<file path="config.mk">
export PLATFORM = sky130hd
export DESIGN_NAME = delay_pipe_sched_flat
export DESIGN_NICKNAME = d
export VERILOG_FILES = /design/src/rtl/delay_pipe_sched_if.sv /design/src/rtl/delay_pipe_sched.sv /design/src/flat_wrapper.sv
export SDC_FILE = /design/constraint.sdc
export NUM_CORES = 1
export LEC_CHECK = 0
export CAP_MARGIN = 0
export CORE_UTILIZATION = 45
export CTS_BUF_LIST = sky130_fd_sc_hd__clkbuf_4 sky130_fd_sc_hd__clkbuf_8
export DETAILED_ROUTE_END_ITERATION = 8
export PLACE_DENSITY = 0.68
export RECOVER_POWER = 50
export SYNTH_ARGS = -nofsm -noshare
export SYNTH_HDL_FRONTEND = slang
export SYNTH_SLANG_ARGS = --single-unit
</file>
<file path="constraint.sdc">
create_clock -name clk -period 7.1 [get_ports clk]
set_input_delay 0.71 -clock clk [delete_from_list [all_inputs] [get_ports clk]]
set_output_delay 0.71 -clock clk [all_outputs]
set_load 0.02 [all_outputs]
</file>
<file path="src/rtl/delay_pipe_sched_if.sv">
// Handshake bundle between the per-channel sample sources, the shared delay
// pipeline scheduler and the downstream consumer of the delayed words.
// The master side is the environment: it drives requests and downstream ready.
// The slave side is the scheduler: it drives grants and the pipeline output.
interface delay_pipe_sched_if #(
    parameter int NUM_CHAN  = 4,
    parameter int NUM_BITS  = 24,
    parameter int CHAN_BITS = 2
);
    logic [NUM_CHAN-1:0]          req_valid;
    logic [NUM_CHAN*NUM_BITS-1:0] req_data;
    logic [NUM_CHAN-1:0]          req_ready;
    logic                         out_valid;
    logic [CHAN_BITS-1:0]         out_chan;
    logic [NUM_BITS-1:0]          out_data;
    logic                         out_ready;

    modport master (
        output req_valid,
        output req_data,
        output out_ready,
        input  req_ready,
        input  out_valid,
        input  out_chan,
        input  out_data
    );

    modport slave (
        input  req_valid,
        input  req_data,
        input  out_ready,
        output req_ready,
        output out_valid,
        output out_chan,
        output out_data
    );
endinterface

</file>
<file path="src/rtl/delay_pipe_sched.sv">
// Round-robin scheduler feeding one shared fixed-latency delay pipeline.
// Each granted word carries its channel tag through NUM_CYCLES stages and
// leaves from the last stage. The pipeline only moves when the output slot is
// empty or being accepted, so a downstream stall freezes every stage and also
// blocks new grants. An IDLE/RUN/FLUSH controller gates grants and reports
// the end of a drain with a one-cycle flush_done pulse.
module delay_pipe_sched #(
    parameter int NUM_CHAN   = 4,
    parameter int NUM_BITS   = 24,
    parameter int NUM_CYCLES = 8,
    parameter int CHAN_BITS  = 2
) (
    input  logic                  clk,
    input  logic                  reset,
    input  logic                  enable,
    input  logic                  flush,
    input  logic [NUM_CHAN-1:0]   chan_mask,
    delay_pipe_sched_if.slave     bus,
    output logic                  busy,
    output logic                  flush_done
);

    typedef enum logic [1:0] {
        IDLE  = 2'd0,
        RUN   = 2'd1,
        FLUSH = 2'd2
    } state_t;

    state_t state;
    state_t state_nxt;

    logic [NUM_CYCLES-1:0] stage_v;
    logic [CHAN_BITS-1:0]  stage_chan [NUM_CYCLES];
    logic [NUM_BITS-1:0]   stage_data [NUM_CYCLES];

    logic [CHAN_BITS-1:0]  last_grant;
    logic [NUM_CHAN-1:0]   eligible;
    logic [NUM_CHAN-1:0]   grant_vec;
    logic [CHAN_BITS-1:0]  winner;
    logic [NUM_BITS-1:0]   winner_data;
    logic                  winner_hit;
    logic                  grant_ok;
    logic                  grant_fire;
    logic                  adv;

    // The last stage is the output register; everything else is derived from it.
    assign bus.out_valid = stage_v[NUM_CYCLES-1];
    assign bus.out_chan  = stage_chan[NUM_CYCLES-1];
    assign bus.out_data  = stage_data[NUM_CYCLES-1];

    assign adv        = !stage_v[NUM_CYCLES-1] || bus.out_ready;
    assign busy       = |stage_v;
    assign eligible   = bus.req_valid & ~chan_mask;
    assign grant_fire = grant_ok && winner_hit;
    assign bus.req_ready = grant_vec;

    // Controller state register.
    always_ff @(posedge clk) begin
        if (reset) begin
            state <= IDLE;
        end else begin
            state <= state_nxt;
        end
    end

    // Controller transitions: flush always wins, and FLUSH is left only once the
    // pipeline is empty and the flush request has been released.
    always_comb begin
        state_nxt = state;
        case (state)
            IDLE: begin
                if (flush) begin
                    state_nxt = FLUSH;
                end else if (enable) begin
                    state_nxt = RUN;
                end
            end
            RUN: begin
                if (flush) begin
                    state_nxt = FLUSH;
                end else if (!enable) begin
                    state_nxt = IDLE;
                end
            end
            FLUSH: begin
                if (!busy && !flush) begin
                    state_nxt = IDLE;
                end
            end
            default: state_nxt = IDLE;
        endcase
    end

    // Controller outputs: grant permission and the drain-complete pulse.
    always_comb begin
        grant_ok   = 1'b0;
        flush_done = 1'b0;
        if (!reset) begin
            grant_ok   = (state == RUN) && !flush && enable && adv;
            flush_done = (state == FLUSH) && !busy && !flush;
        end
    end

    // Round-robin search: channels above last_grant first, then wrap to the
    // channels at or below it, so the previous winner is considered last.
    always_comb begin
        winner_hit  = 1'b0;
        winner      = '0;
        winner_data = '0;
        for (int i = 0; i < NUM_CHAN; i++) begin
            if (!winner_hit && eligible[i] && (CHAN_BITS'(i) > last_grant)) begin
                winner_hit  = 1'b1;
                winner      = CHAN_BITS'(i);
                winner_data = bus.req_data[i*NUM_BITS +: NUM_BITS];
            end
        end
        for (int i = 0; i < NUM_CHAN; i++) begin
            if (!winner_hit && eligible[i] && (CHAN_BITS'(i) <= last_grant)) begin
                winner_hit  = 1'b1;
                winner      = CHAN_BITS'(i);
                winner_data = bus.req_data[i*NUM_BITS +: NUM_BITS];
            end
        end
    end

    // One-hot ready toward the sources, all zero whenever no grant is issued.
    always_comb begin
        grant_vec = '0;
        for (int i = 0; i < NUM_CHAN; i++) begin
            grant_vec[i] = grant_fire && (CHAN_BITS'(i) == winner);
        end
    end

    // Round-robin pointer moves only when a word is actually handed out.
    always_ff @(posedge clk) begin
        if (reset) begin
            last_grant <= CHAN_BITS'(NUM_CHAN - 1);
        end else if (grant_fire) begin
            last_grant <= winner;
        end
    end

    // Delay line: shift every stage together on an advancing cycle, with the
    // current grant (or a bubble) entering stage 0; hold everything otherwise.
    always_ff @(posedge clk) begin
        if (reset) begin
            stage_v <= '0;
            for (int i = 0; i < NUM_CYCLES; i++) begin
                stage_chan[i] <= '0;
                stage_data[i] <= '0;
            end
        end else if (adv) begin
            for (int i = NUM_CYCLES - 1; i > 0; i--) begin
                stage_v[i]    <= stage_v[i-1];
                stage_chan[i] <= stage_chan[i-1];
                stage_data[i] <= stage_data[i-1];
            end
            stage_v[0]    <= grant_fire;
            stage_chan[0] <= grant_fire ? winner : '0;
            stage_data[0] <= grant_fire ? winner_data : '0;
        end
    end

endmodule

</file>
<file path="src/flat_wrapper.sv">
// flat-port wrapper written by rule: the top's interface ports become plain ports
module delay_pipe_sched_flat 
#(
    parameter int NUM_CHAN   = 4,
    parameter int NUM_BITS   = 24,
    parameter int NUM_CYCLES = 8,
    parameter int CHAN_BITS  = 2
)
  (clk, reset, enable, flush, chan_mask, busy, flush_done, bus_req_valid, bus_req_data, bus_out_ready, bus_req_ready, bus_out_valid, bus_out_chan, bus_out_data);
  delay_pipe_sched_if #(.NUM_CHAN(NUM_CHAN), .NUM_BITS(NUM_BITS), .CHAN_BITS(CHAN_BITS)) bus_i ();
  input  logic clk;
  input  logic reset;
  input  logic enable;
  input  logic flush;
  input  logic [NUM_CHAN-1:0] chan_mask;
  output logic busy;
  output logic flush_done;
  input wire logic [$bits(bus_i.req_valid)-1:0] bus_req_valid;
  input wire logic [$bits(bus_i.req_data)-1:0] bus_req_data;
  input wire logic [$bits(bus_i.out_ready)-1:0] bus_out_ready;
  output wire logic [$bits(bus_i.req_ready)-1:0] bus_req_ready;
  output wire logic [$bits(bus_i.out_valid)-1:0] bus_out_valid;
  output wire logic [$bits(bus_i.out_chan)-1:0] bus_out_chan;
  output wire logic [$bits(bus_i.out_data)-1:0] bus_out_data;
  assign bus_i.req_valid = bus_req_valid;
  assign bus_i.req_data = bus_req_data;
  assign bus_i.out_ready = bus_out_ready;
  assign bus_req_ready = bus_i.req_ready;
  assign bus_out_valid = bus_i.out_valid;
  assign bus_out_chan = bus_i.out_chan;
  assign bus_out_data = bus_i.out_data;
  delay_pipe_sched #(.NUM_CHAN(NUM_CHAN), .NUM_BITS(NUM_BITS), .NUM_CYCLES(NUM_CYCLES), .CHAN_BITS(CHAN_BITS)) u_core (.clk(clk), .reset(reset), .enable(enable), .flush(flush), .chan_mask(chan_mask), .bus(bus_i), .busy(busy), .flush_done(flush_done));
endmodule
</file>
==> results by group, run 1 <==
Clock network
  – Clock transition at path regs: 0.06 ns
  – Number of clock sinks seen by CTS: 220
  – Clock tree from TritonCTS: built
  – Total of cells resized after clock tree synthesis: 0
  – Clk root buf: clkbuf_8
  – Clock buffer count from CTS: 35
  – H-tree depth: 2
  – Post-CTS setup repair buffer count: 0
  – Longest Clk Path Bufs: 3
  – Hold buffers post-CTS: 0
  – Clock network latency to the later pin of the worst-skew pair: 0.48 ns

Timing
  – Final-layout setup total negative slack: 0 ns
  – Portion of the clock cycle consumed by the worst path in the final layout: 0.7992
  – Hold Violations, Final: 0
  – Count of final setup violators: 0
  – Max-slew violation count: 219
  – Worst hold margin: 0.4605 ns
  – Remaining max-slew budget at the tightest pin: -0.5307
  – Setup repair after global routing missed its margin: false
  – Final period demand of the worst path: 5.674 ns
  – Clock tree skew after final layout: 0.01503 ns
  – F_max: 176.2 MHz
  – Worst-margin pin slew: 2.291 ns

GRT
  – Most used routing layer: met2
  – First-pass GRT wire length: 24,920 um
  – Remaining Overflow, GRT: 0
  – Maximum number of pins on one net before global-route repair: 152
  – Antenna violations before repair: 0
  – Grt met2 use: 0.2264
  – Via count of the first global-routing pass: 5,382
  – Global routing usage on met1: 0.1694
  – Total Routing Usage GR: 0.1388
  – Met3 GRT Util: 0.04383

Synthesis
  – Summed instance area of the synthesized netlist: 0.009543 sq mm
  – Dominant cell type by area after synthesis: edfxtp_1
  – Fraction of synthesis flops using an asynchronous set or reset pin: 0
  – Synth top area share: 0.6545
  – Predominant post-synthesis flop cell: edfxtp_1
  – Most repeated cell in the gate-level netlist after synthesis: edfxtp_1
  – Most area-consuming cells after synthesis: edfxtp_1, and2_1, a221oi_2
  – Post-Syn Nets: 798
  – Synth unique cells: 38
  – Mapped Cells: 689
  – Flops & latches, synth: 220
  – Number of enable flip-flop cells after synthesis: 208
  – Sequential element share of the synthesized area: 0.6797
  – Warning count from the yosys run: 0
  – Most used standard cells in the synthesized netlist: edfxtp_1, and2_1, nand2_1
  – Avg Synthesized Cell Area: 13.85 sq um

Drt
  – Detail-routed net length per standard cell: 13.74 um
  – Detailed-route via count: 5,537
  – DR pass1 iterations: 5
  – Vias per Instance: 5.075
  – Count of unresolved DRC violations after routing: 0
  – Starting DRC count in detailed routing: 320
  – Antenna-violating nets left: 0
  – Total detailed-routing wirelength: 15,000 um

Pwr
  – Peak supply drop: 0.0001047 V
  – Switching part of the total: 0.1969
  – Static Leakage: 0.004593 uW
  – Internal portion of total power: 2047 uW
  – Share of total power in the clock network: 0.395
  – P per Cell Area: 219.9 mW/mm^2
  – Comb pwr share: 0.055
  – Power dissipated by switching net loads: 501.8 uW
  – PnR Total Power: 2549 uW
  – Sequential cell fraction of total power: 0.549

Die
  – Initial Util: 0.4656
  – Die footprint: 0.02179 sq mm
  – Std-Cell Core Area: 0.02049 sq mm
  – Width of the die: 147.6 um
  – Overall die height: 147.6 um
  – Cell row count: 52
  – I/O pin total: 142

Worst hold path
  – Min-Delay Endpoint: u_core.state[1]$_SDFFE_PP0P_
  – Min-delay worst type: register to register
  – Worst hold stages: 1
  – Worst Min Path Start: u_core.state[0]$_SDFFE_PP0P_

Critical path
  – Worst r2r path cells: 4
  – Nature of the critical path endpoint: output port
  – Kind of critical path: primary input to output port
  – Biggest fanout along the worst timing path: 27
  – Startpoint kind of the worst setup timing path: primary input
  – Start point of the critical path: reset
  – Source of the worst register-to-register timing path: u_core.stage_v[7]$_SDFFE_PP0N_
  – R2r endpoint: u_core.stage_data[0][59]$_SDFFCE_PN0P_
  – WP data required: 6.39 ns
  – Worst EP arrival: 4.96 ns
  – Flop2flop setup slack: 3.15 ns

Layout
  – Fraction of final layout cells with drive strength greater than 1: 0.1072
  – Layout Nets: 908
  – Count of inserted antenna diode cells: 0
  – Post-route cell area: 0.01159 sq mm
  – Signed area change from the synthesized netlist to the final layout: 21.44%

Outcome
  – Run status: finished with violations
  – Failing checks: capacitance limit, slew limit

Placement
  – IO Port Bufs: 141
  – Area post-placement: 0.01094 sq mm
  – Detailed Place HPWL: 9551 um
  – Weighted congestion at the end of routability-driven global placement: 0.8565

Flow run
  – MaxCap Viol Count: 3
[power by group through the flow]
stage               Combinational, uW  Sequential (uW)  Clock (uW)
CTS                               140             1400        1040
detailed placement                140             1430           0
global placement                  137             1430           0
finish                            141             1400        1010
global route                      151             1400        1100
floorplan                        60.9             1430           0
[worst max-delay path: stages]
cell             delay, ns
dlygate4sd3_1         0.65
nor3b_1               1.81
o21ai_1               0.47
a2111oi_0             0.61
clkdlybuf4s50_1       0.71
[cell type report]
| type | count | area [sq um] |
|---|---|---|
| fillers | 1633 | 8906 |
| flip-flops and latches | 220 | 6486 |
| multi-input cells | 393 | 2634 |
| repair buffers | 147 | 1454 |
| clock buffers | 55 | 644.4 |
| well taps | 270 | 337.8 |
| clock inverters | 4 | 17.52 |
| inverters | 2 | 15.01 |
[state kept, by name, summed over array words and instances (netlist names)]
name,cells
u_core.last_grant,2
u_core.stage_chan,16
u_core.stage_data,192
u_core.stage_v,8
u_core.state,2
[cells by family after synthesis]
logic type      after synthesis  share of synthesized area
compound gates              142                     0.1175
buf+inv                      76                    0.04458
flops                       220                     0.6797
mux                           1                   0.001049
simple gates                250                     0.1572
[stage by stage]
stage	setup slack (ns)	util	instances
floorplan	1.374	-	689
global placement	2.532	0.5339	1032
detailed placement	2.469	0.5339	1032
CTS	2.466	0.5662	1091
global route	1.180	0.5654	1091
finish	1.426	0.5654	1091
[layout by cell type (no fill, tap or decap), types with 2 or more instances in the layout]
cell             synthesis  layout
nor3_1                   4       3
nor2b_1                  6       5
clkbuf_4                 0      18
clkinv_1                 0       3
nor4b_1                  2       2
a22oi_1                 23      23
nand2b_1                 6       6
and2_1                 183     164
o21ai_0                 25      26
dfxtp_1                 12      12
a221oi_2                19      19
nor3_2                   2       3
nand2_1                 32      32
nor2_1                   6       6
nor4_1                   3       3
clkdlybuf4s50_1          0     112
edfxtp_1               208     208
o21ai_1                  4       3
a211oi_1                 2       2
buf_4                   27       5
a221oi_1                 5       5
and2_0                   0      19
a31oi_1                 25      25
clkbuf_8                 0      37
dlygate4sd3_1            0      29
o21a_1                  25      25
a21oi_1                  3       3
a22o_1                   6       6
[routing by layer]
layer,vias up,share of wire,wire length [um]
met5,-,0,0
met4,0,0.027,409
met3,44,0.092,1374
met2,295,0.46,6922
met1,2470,0.42,6289
li1,2728,-,-
[worst max path at each step]
stage / cells past startpoint / endpoint / slack (ns)
after CTS: 6 / bus_req_ready[0] / 2.47
after global routing: 5 / bus_req_ready[0] / 1.18
after detailed placement: 6 / bus_req_ready[0] / 2.47
after floorplan: 3 / u_core.stage_chan[0][0]$_SDFFCE_PN0P_ / 1.37
final: 5 / bus_req_ready[0] / 1.43
after global placement: 5 / bus_req_ready[0] / 2.53
No activity file was read; power rests on OpenSTA's default activity.
==> run 2, diff against run 1 <==
--- a/config.mk
+++ b/config.mk
@@ -9,7 +9,7 @@
 export CORE_UTILIZATION = 45
 export CTS_BUF_LIST = sky130_fd_sc_hd__clkbuf_4 sky130_fd_sc_hd__clkbuf_8
 export DETAILED_ROUTE_END_ITERATION = 8
-export PLACE_DENSITY = 0.68
+export PLACE_DENSITY = 0.71
 export RECOVER_POWER = 50
 export SYNTH_ARGS = -nofsm -noshare
 export SYNTH_HDL_FRONTEND = slang
==> constraint.sdc (replaced) <==
create_clock -name clk -period 4.7 [get_ports clk]
set_input_delay 0.47 -clock clk [delete_from_list [all_inputs] [get_ports clk]]
set_output_delay 0.47 -clock clk [all_outputs]
set_load 0.02 [all_outputs]
==> run 2 against run 1 <==
  * The flow still finishes with violations (capacitance limit, slew limit)
  * Flip-flop and latch count unchanged
  * Routed wire length increased by 4.1%
  * Global-route usage increased by 0.96 points
  * Critical endpoint is now bus_req_ready[1]
  * Clock-buffer cell count decreased by 8
  * Critical path type unchanged
==> results by group, run 2 (synthesized netlist as in run 1, its figures left out) <==
Layout
  – Post-route cell area: 0.01160 sq mm (+0.12%)
  – Post-Route Utilization: 0.5661 (+0.0006710)
  – Number of flip-flops under the largest register name: 192 (unchanged)
  – Count of inserted antenna diode cells: 0 (unchanged)
  – Layout Nets: 913 (+0.55%)
  – Fillers: 1,628 (-0.31%)
  – Most used cells in the layout excluding fill and tap cells: edfxtp_1, and2_1, clkdlybuf4s50_1
  – Signed area change from the synthesized netlist to the final layout: 21.58%
  – Final cell count without fillers: 1,097 (+0.55%)
  – Fraction of final layout cells with drive strength greater than 1: 0.1028 (-0.004405)
  – Registers with the most flip-flops: u_core.stage_data (192), u_core.stage_chan (16), u_core.stage_v (8)
  – Register containing the most flip-flops in the final layout: u_core.stage_data
  – Most common cell after layout, fill and taps aside: edfxtp_1

Drt
  – DR pass1 iterations: 5 (unchanged)
  – Detail-routed net length per standard cell: 14.23 um (+3.5%)
  – Count of unresolved DRC violations after routing: 0 (unchanged)
  – Vias per Instance: 5.074 (about the same)
  – Starting DRC count in detailed routing: 280 (-13%)
  – Total detailed-routing wirelength: 15,610 um (+4.1%)
  – Detailed-route via count: 5,566 (+0.52%)
  – Antenna-violating nets left: 0 (unchanged)

Clock network
  – H-tree depth: 2 (unchanged)
  – Clk root buf: clkbuf_8
  – Clock network latency to the later pin of the worst-skew pair: 0.48 ns (about the same)
  – Total of cells resized after clock tree synthesis: 0 (unchanged)
  – Clock transition at path regs: 0.06 ns (about the same)
  – Hold buffers post-CTS: 0 (unchanged)
  – Post-CTS setup repair buffer count: 0 (unchanged)
  – Number of clock sinks seen by CTS: 220 (unchanged)
  – Longest Clk Path Bufs: 3 (unchanged)
  – Clock buffer count from CTS: 34 (-2.9%)
  – Clock tree from TritonCTS: built

Placement
  – Detailed Place HPWL: 10,770 um (+13%)
  – Weighted congestion at the end of routability-driven global placement: 0.8627 (+0.72%)
  – Dpl cells: 1,038 (+0.58%)
  – Area post-placement: 0.01100 sq mm (+0.49%)
  – IO Port Bufs: 141 (unchanged)

GRT
  – Antenna violations before repair: 0 (unchanged)
  – Remaining Overflow, GRT: 0 (unchanged)
  – Maximum number of pins on one net before global-route repair: 130 (-14%)
  – Via count of the first global-routing pass: 5,563 (+3.4%)
  – First-pass GRT wire length: 25,940 um (+4.1%)
  – Total Routing Usage GR: 0.1484 (+0.009562)

Flow run
  – MaxCap Viol Count: 1 (-2)

Timing
  – Portion of the clock cycle consumed by the worst path in the final layout: 0.8784
  – Max-slew violation count: 48 (-78%)
  – Worst-margin pin slew: 2.312 ns (+0.02042 ns)
  – Count of final setup violators: 0 (unchanged)
  – Hold Violations, Final: 0 (unchanged)
  – F_max: 242.2 MHz
  – Remaining max-slew budget at the tightest pin: -0.5442 (-0.01348)
  – Final-layout setup total negative slack: 0 ns (unchanged)
  – Clock tree skew after final layout: 0.01160 ns (-0.003426 ns)
  – Setup repair after global routing missed its margin: false
  – Final period demand of the worst path: 4.128 ns

Outcome
  – Failing checks: capacitance limit, slew limit
  – Run status: finished with violations

Critical path
  – Cell with the most instances on the worst path: clkdlybuf4s50_1
  – Buf/Inv on CP: 2 (unchanged)
  – Nature of the critical path endpoint: output port
  – Crit path max-delay cell type: or3_1
  – Kind of critical path: primary input to output port
  – Startpoint kind of the worst setup timing path: primary input
  – Cell-by-cell trace of the critical path: clkdlybuf4s50_1 > nand2b_1 > or3_1 > nor2_8 > nor3_1 > a211oi_1 > clkdlybuf4s50_1
  – CP max stage delay: 0.78 ns (-1.03 ns)
  – Worst EP arrival: 3.66 ns (-1.30 ns)
  – Biggest fanout along the worst timing path: 24 (-11%)
  – CP top delay family: simple AND/OR/NAND/NOR gates
  – WP data required: 4.23 ns (-2.16 ns)

Pwr
  – Static Leakage: 0.004553 uW (-0.86%)
  – Sequential cell fraction of total power: 0.559 (+0.010)
  – PnR Total Power: 3783 uW (+48%)
  – Share of total power in the clock network: 0.384 (-0.011)
  – P per Cell Area: 326.0 mW/mm^2 (+48%)
  – Internal portion of total power: 3033 uW (+48%)
  – Comb pwr share: 0.057 (+0.002)
  – Switching part of the total: 0.1983 (+0.001400)
  – Power dissipated by switching net loads: 750.1 uW (+49%)
  – Peak supply drop: 0.0001492 V (+43%)

Die
  – Initial Util: 0.4656 (unchanged)
  – Cell row count: 52 (unchanged)
  – Width of the die: 147.6 um (unchanged)
  – I/O pin total: 142 (unchanged)
  – Overall die height: 147.6 um (unchanged)
  – Die footprint: 0.02179 sq mm (unchanged)
  – Std-Cell Core Area: 0.02049 sq mm (unchanged)

Worst hold path
  – Min-delay worst type: register to register
-- run 2: area by class of cell --
type	count	area (sq um)	area share
timing repair buffer	153	1503	0.1295
inverter	2	8.758	0.0007549
clock inverter	12	53.80	0.004637
clock buffer	47	584.3	0.05036
tap	270	337.8	0.02912
multi-input combinational	393	2629	0.2266
sequential	220	6486	0.5590
-- run 2: worst paths after layout --
check | start | to | slack [ns] | depth (start not counted)
hold reg to reg | u_core.state[0]$_SDFFE_PP0P_ | u_core.state[1]$_SDFFE_PP0P_ | 0.47 | 1
setup / recovery | chan_mask[3] | bus_req_ready[1] | 0.57 | 7
setup reg to reg | u_core.stage_v[7]$_SDFFE_PP0N_ | u_core.stage_data[0][24]$_SDFFCE_PN0P_ | 1.22 | 4
hold / removal | u_core.state[0]$_SDFFE_PP0P_ | u_core.state[1]$_SDFFE_PP0P_ | 0.47 | 1
-- run 2: metrics by stage --
| step | setup WS [ns] | hold WS (ns) |
|---|---|---|
| after floorplan | 0.03326 | 0.4305 |
| after global placement | 0.6032 | 0.4398 |
| after detailed placement | 0.6034 | 0.4595 |
| after CTS | 0.6002 | 0.4675 |
| after global routing | 0.3648 | 0.5032 |
| final | 0.5717 | 0.4669 |
-- run 2: worst reg2reg max path: stages, from the launching register on --
cell	delay, ns
dfxtp_1	0.33
nand2b_1	0.13
nor2b_1	1.75
clkbuf_1	0.90
and2_1	0.24
-- run 2: power by group through the flow --
stage | registers, uW | logic, uW | clock network, uW
2_1_floorplan | 2160 | 92.1 | 0
3_3_place_gp | 2160 | 216 | 0
3_5_place_dp | 2160 | 216 | 0
4_1_cts | 2120 | 216 | 1500
5_1_grt | 2110 | 232 | 1580
6_report | 2120 | 215 | 1450
-- run 2: metal layers --
layer  wire length (um)  track usage  up-vias
li1                   -            -     2736
met1               6434       0.1756     2523
met2               7364       0.2533      265
met3               1331      0.04012       42
met4                476      0.06598        0
met5                  0            0        -
